$ cat config.mk
export PLATFORM = sky130hd
export DESIGN_NAME = fetch_unit
export DESIGN_NICKNAME = d
export VERILOG_FILES = /design/src/rtl/fetch_unit.sv
export SDC_FILE = /design/constraint.sdc
export NUM_CORES = 1
export LEC_CHECK = 0
export CORE_UTILIZATION = 30
export CTS_CLUSTER_SIZE = 16
export DETAILED_ROUTE_END_ITERATION = 16
export GPL_ROUTABILITY_DRIVEN = 0
export GPL_TIMING_DRIVEN = 0
export PLACE_DENSITY_LB_ADDON = 0.12
export SLEW_MARGIN = 20
export SYNTH_ARGS = -nofsm -noshare
export SYNTH_HDL_FRONTEND = slang
export SYNTH_SLANG_ARGS = --single-unit
$ cat constraint.sdc
create_clock -name CLK -period 5.4 [get_ports CLK]
set_clock_uncertainty 0.2 [all_clocks]
set_input_delay 1.08 -clock CLK [delete_from_list [all_inputs] [get_ports CLK]]
set_output_delay 1.08 -clock CLK [all_outputs]
set_load 0.005 [all_outputs]
$ cat src/rtl/fetch_unit.sv
// Fetch stage: owns the PC, reads the instruction memory and latches the word into IR.
// Optional macro FETCH_HALT_DETECT_EN adds a HALT state entered on opcode 6'b111111.
module fetch_unit #(
    parameter logic [31:0] RESET_PC  = 32'h0000_0000,
    parameter int unsigned MEM_BYTES = 128,
    parameter int unsigned FETCH_LAT = 1
) (
    input  logic        CLK,
    input  logic        Reset,
    input  logic        fetch_req,
    input  logic        PCWrite,
    input  logic [1:0]  PCSrc,
    input  logic [31:0] imm_ext,
    input  logic [31:0] jr_addr,
    input  logic [31:0] Ins,
    output logic [31:0] pc,
    output logic        InsMemRW,
    output logic [31:0] IR,
    output logic        ir_valid,
    output logic [31:0] pc_plus4,
    output logic        fetch_busy,
    output logic        addr_fault,
    output logic        halted
);

    localparam logic [2:0] LatLast = 3'(FETCH_LAT - 1);

    typedef enum logic [1:0] {
        StIdle,
        StRead,
        StCap
`ifdef FETCH_HALT_DETECT_EN
        , StHalt
`endif
    } state_t;

    state_t      state_q, state_d;
    logic [2:0]  cnt_q, cnt_d;
    logic [31:0] pc_q, pc_d;
    logic [31:0] ir_q, ir_d;
    logic        fault_q, fault_d;
    logic        pend_valid_q, pend_valid_d;
    logic [31:0] pend_pc_q, pend_pc_d;

    logic [31:0] npc;
    logic [31:0] pc_eff;
    logic        legal;

    assign pc_plus4 = pc_q + 32'd4;

    // Jump target uses the IR currently held, never the word in flight.
    always_comb begin
        npc = pc_plus4;
        unique case (PCSrc)
            2'b00: npc = pc_plus4;
            2'b01: npc = pc_plus4 + (imm_ext << 2);
            2'b10: npc = {pc_plus4[31:28], ir_q[25:0], 2'b00};
            2'b11: npc = jr_addr;
        endcase
    end

    // A fetch requested together with PCWrite uses the new pc for both check and read.
    assign pc_eff = PCWrite ? npc : pc_q;
    assign legal  = (pc_eff[1:0] == 2'b00) && (({1'b0, pc_eff} + 33'd3) < 33'(MEM_BYTES));

    always_comb begin
        state_d      = state_q;
        cnt_d        = cnt_q;
        pc_d         = pc_q;
        ir_d         = ir_q;
        fault_d      = 1'b0;
        pend_valid_d = pend_valid_q;
        pend_pc_d    = pend_pc_q;
        unique case (state_q)
            StIdle: begin
                if (PCWrite) begin
                    pc_d = npc;
                end
                if (fetch_req) begin
                    if (legal) begin
                        state_d = StRead;
                        cnt_d   = 3'd0;
                    end else begin
                        fault_d = 1'b1;
                    end
                end
            end
            StRead: begin
                if (PCWrite) begin
                    pend_valid_d = 1'b1;
                    pend_pc_d    = npc;
                end
                if (cnt_q == LatLast) begin
                    state_d = StCap;
                    ir_d    = Ins;
                end else begin
                    cnt_d = cnt_q + 3'd1;
                end
            end
            StCap: begin
                // pc is held through the read; the latest requested update lands here.
                if (PCWrite) begin
                    pc_d = npc;
                end else if (pend_valid_q) begin
                    pc_d = pend_pc_q;
                end
                pend_valid_d = 1'b0;
                state_d      = StIdle;
`ifdef FETCH_HALT_DETECT_EN
                if (ir_q[31:26] == 6'b111111) begin
                    state_d = StHalt;
                end
`endif
            end
`ifdef FETCH_HALT_DETECT_EN
            StHalt: begin
                state_d = StHalt;
            end
`endif
            default: state_d = StIdle;
        endcase
    end

    always_ff @(posedge CLK) begin
        if (Reset) begin
            state_q      <= StIdle;
            cnt_q        <= 3'd0;
            pc_q         <= RESET_PC;
            ir_q         <= 32'd0;
            fault_q      <= 1'b0;
            pend_valid_q <= 1'b0;
            pend_pc_q    <= 32'd0;
        end else begin
            state_q      <= state_d;
            cnt_q        <= cnt_d;
            pc_q         <= pc_d;
            ir_q         <= ir_d;
            fault_q      <= fault_d;
            pend_valid_q <= pend_valid_d;
            pend_pc_q    <= pend_pc_d;
        end
    end

    assign pc         = pc_q;
    assign IR         = ir_q;
    assign addr_fault = fault_q;
    assign InsMemRW   = (state_q == StRead);
    assign ir_valid   = (state_q == StCap);
    assign fetch_busy = (state_q == StRead) || (state_q == StCap);
`ifdef FETCH_HALT_DETECT_EN
    assign halted     = (state_q == StHalt);
`else
    assign halted     = 1'b0;
`endif

endmodule

==> results.json <==
{
  "grt-ovfl-total": 0,
  "clock_sinks": 103,
  "reg2reg_slack_ns": -0.06,
  "ant_nets": 0,
  "ios": 203,
  "clk_latency_ns": 0.36,
  "setup_ws_ns": -0.0671,
  "die_h_microns": 171,
  "routed_via_density": 5.58,
  "ctsHtreeMaxLevel": 3,
  "multiInputGateArea_sq_um": 6780,
  "cts-root-buf": "clkbuf_16",
  "worstPathRequired_ns": 5.51,
  "die_area_sq_um": 29100,
  "ys.warnings.count": 0,
  "antenna_found_initial": 0,
  "rsz0062_at_grt": "yes",
  "tns_ns": -0.102,
  "drc": 0,
  "ys_seq_area_share_pct": 24.2,
  "syn-num-nets": 1341,
  "timing.final.crit_share_pct": 101,
  "drt_iter0_drc": 904,
  "slew_violations": 0,
  "synth_edf_count": 0,
  "clk_path_buf_depth": 2,
  "crit_chain": "clkdlybuf4s50_1 -> ha_2 -> a211oi_4 -> o31ai_4 -> buf_12 -> buf_12 -> buf_12 -> a211oi_4 -> o22ai_4 -> o31ai_4 -> mux2i_1 -> nor4_1 -> or3b_4 -> or3_1 -> mux2_4 -> a2111oi_4 -> nor2b_4 -> or3_1 -> a21oi_2",
  "async_flop_share_pct": 0,
  "gr-usage-met3_pct": 3.75,
  "reg2reg_to": "cnt_q[2]",
  "vias": 10447,
  "fmax_ghz": 0.183,
  "peakVddDrop_v": 0.000145,
  "layout-drive-gt1-share_pct": 19.9,
  "yosys-top-cells-area": "dfxtp_1 24%, a21oi_1 7.4%, nand2_1 6.8%",
  "post-route-min-period_ns": 5.47,
  "cp_slowest_cell": "clkdlybuf4s50_1",
  "grt_pass1_wl_microns": 59500,
  "maxCapViolCount": 0,
  "utilization_pct": 46.4,
  "worst-setup-path-type": "input pin to register",
  "cts_buffers": 9,
  "grt_use_met2_pct": 44.0,
  "ys_top_cells_by_count": "154 x nand2_1, 151 x nor2_1, 127 x a21oi_1",
  "crit_end": "cnt_q[2]",
  "start_util_pct": 30.6,
  "power_leakage_nw": 4.71,
  "critPathBufInv": 4,
  "violations": "setup timing",
  "nets": 1633,
  "yosys.area.top_type": "dfxtp_1",
  "relSlewSlack_pct": 44.9,
  "crit_path_max_incr_delay_ns": 0.42,
  "fillerInstances": 2853,
  "synth.most_common_cell": "nand2_1",
  "die_w_microns": 171,
  "area_growth_pct": 51.5,
  "grt_max_degree": 19,
  "core_sq_um": 27900,
  "grt_pass1_vias": 9778,
  "run_status": "complete, but fails checks",
  "wl_per_cell_microns": 21.1,
  "routed_wl_microns": 39600,
  "ctsHoldBuffers": 0,
  "crit_path_end_kind": "register",
  "grt_busiest_layer": "met2",
  "netlist_area_sq_um": 8530,
  "synth.avg_cell_area_sq_um": 7.13,
  "num_antenna_cells": 0,
  "synth_seq_cells": 103,
  "cp.depth": 19,
  "rows": 61,
  "startpoint": "imm_ext[0]",
  "r2r_start": "pc[2]",
  "port_buffers": 198,
  "setup_viol": 2,
  "dp_hpwl_microns": 30200,
  "power_density_nw_per_um2": 199,
  "hp-class": "register to register",
  "synth_top_area_share_pct": 24.2,
  "grt_usage_pct": 27.1,
  "tightestPinTransition_ns": 0.823,
  "cp-start-kind": "input pin",
  "clkSlewWorstSetupHoldPaths_ns": 0.08,
  "crit_fanout": 7,
  "synth_cell_types": 96,
  "syn_inst": 1197,
  "critPathArrivalTime_ns": 5.57,
  "critical_path.top_delay_family": "compound AO/OA/AOI/OAI gates",
  "drt-pass1-iter-count": 6,
  "rr_worst_depth": 21,
  "grtUsageMet1_pct": 37.5,
  "cpMostUsedCell": "buf_12",
  "register_area_sq_um": 2090,
  "hold_viol_final": 0,
  "cts_tree": "done",
  "synth_ff_type": "dfxtp_1"
}
## layer usage
metal,up-vias,routed length [microns]
met5,-,0
met4,0,818
met3,61,2720
met2,428,18100
met1,5025,17900
li1,4933,-
## placed cells by master (no fill, tap or decap), drive strengths merged, types with 13 or more instances in the layout
master / n
xor2: 14
nor3: 49
buf: 115
nand2: 155
clkbuf: 68
a21oi: 128
nand3: 19
a211oi: 36
nor4: 16
o21ai: 70
nand3b: 13
nor3b: 20
nor2: 152
dfxtp: 103
inv: 30
ha: 41
clkdlybuf4s50: 197
nand4: 36
mux2i: 24
xnor2: 20
## what timing repair did
item,CTS,global route
resized for setup,164,48
endpoints found under the setup margin,25,5
pin swaps,56,41
buffers inserted,66,20
## worst min-delay path by stage
stage / depth (start not counted) / slack, ns / end / startpoint
final: 2 / 0.25 / pend_pc_q[17] / pend_pc_q[17]
after detailed placement: 2 / 0.24 / pend_pc_q[15] / pend_pc_q[15]
after floorplan: 2 / 0.23 / pend_pc_q[15] / pend_pc_q[15]
after global routing: 2 / 0.28 / pend_pc_q[24] / pend_pc_q[24]
after global placement: 2 / 0.24 / pend_pc_q[17] / pend_pc_q[17]
after CTS: 2 / 0.25 / pend_pc_q[15] / pend_pc_q[15]
## worst register-to-register path, cell delays in order, from the launching register on
cell       delay, ns
dfxtp_4         0.38
buf_4           0.14
and4_4          0.22
buf_4           0.13
nand4_1         0.15
xnor2_2         0.33
ha_1            0.35
a21oi_1         0.27
o211ai_1        0.14
a22oi_2         0.32
nand4_1         0.14
a32o_2          0.32
mux2_4          0.29
a2111oi_4       0.28
nand4_1         0.14
buf_6           0.16
nor3_4          0.12
mux2_4          0.35
a2111oi_4       0.38
nor2b_4         0.10
or3_1           0.37
a21oi_2         0.13
## sequential cells by signal (all words and copies together), names as in the netlist
name / cells
state_q: 2
pend_pc_q: 32
pc: 32
cnt_q: 3
addr_fault: 1
IR: 32
pend_valid_q: 1
## power by group
group / switching (W) / internal (W) / total [W]
clock network: 0.000331 / 0.000413 / 0.000744
logic: 0.000547 / 0.000467 / 0.00101
registers: 0.0000393 / 0.000781 / 0.000820
## layout make-up
class                   instances  area share [%]
flip-flops and latches        103            16.1
clock inverters                 7           0.823
inverters                      30           0.881
multi-input cells             973            52.4
plain buffers                  88            3.68
well taps                     378            3.66
clock buffers                   9            1.74
repair buffers                284            20.6
## stage by stage
| step | power, W | cell area (sq um) | cells | setup WS, ns | hold slack (ns) |
|---|---|---|---|---|---|
| global placement | 0.00162 | 11000 | 1773 | -1.17 | 0.237 |
| detailed placement | 0.00162 | 11000 | 1773 | -1.20 | 0.242 |
| finish | 0.00258 | 12900 | 1872 | -0.0671 | 0.251 |
| global route | 0.00268 | 12900 | 1872 | -0.225 | 0.276 |
| CTS | 0.00251 | 12600 | 1852 | 0.0000173 | 0.252 |
| floorplan | 0.00128 | 8530 | 1197 | 0.0592 | 0.231 |
## cell families (layout without fill, tap and decap cells)
group	Yosys count	count (layout)	synth area share (%)
other	1	1	0.0439
buffers and inverters	121	418	5.89
multiplexers	31	31	4.05
AND/OR/NAND/NOR	515	515	29.0
adder cells (fa/ha/maj)	42	42	6.25
AO/OA/AOI/OAI	350	350	27.1
flip-flops	103	103	24.2
XOR/XNOR	34	34	3.58
(Power assumes the default switching activity.)
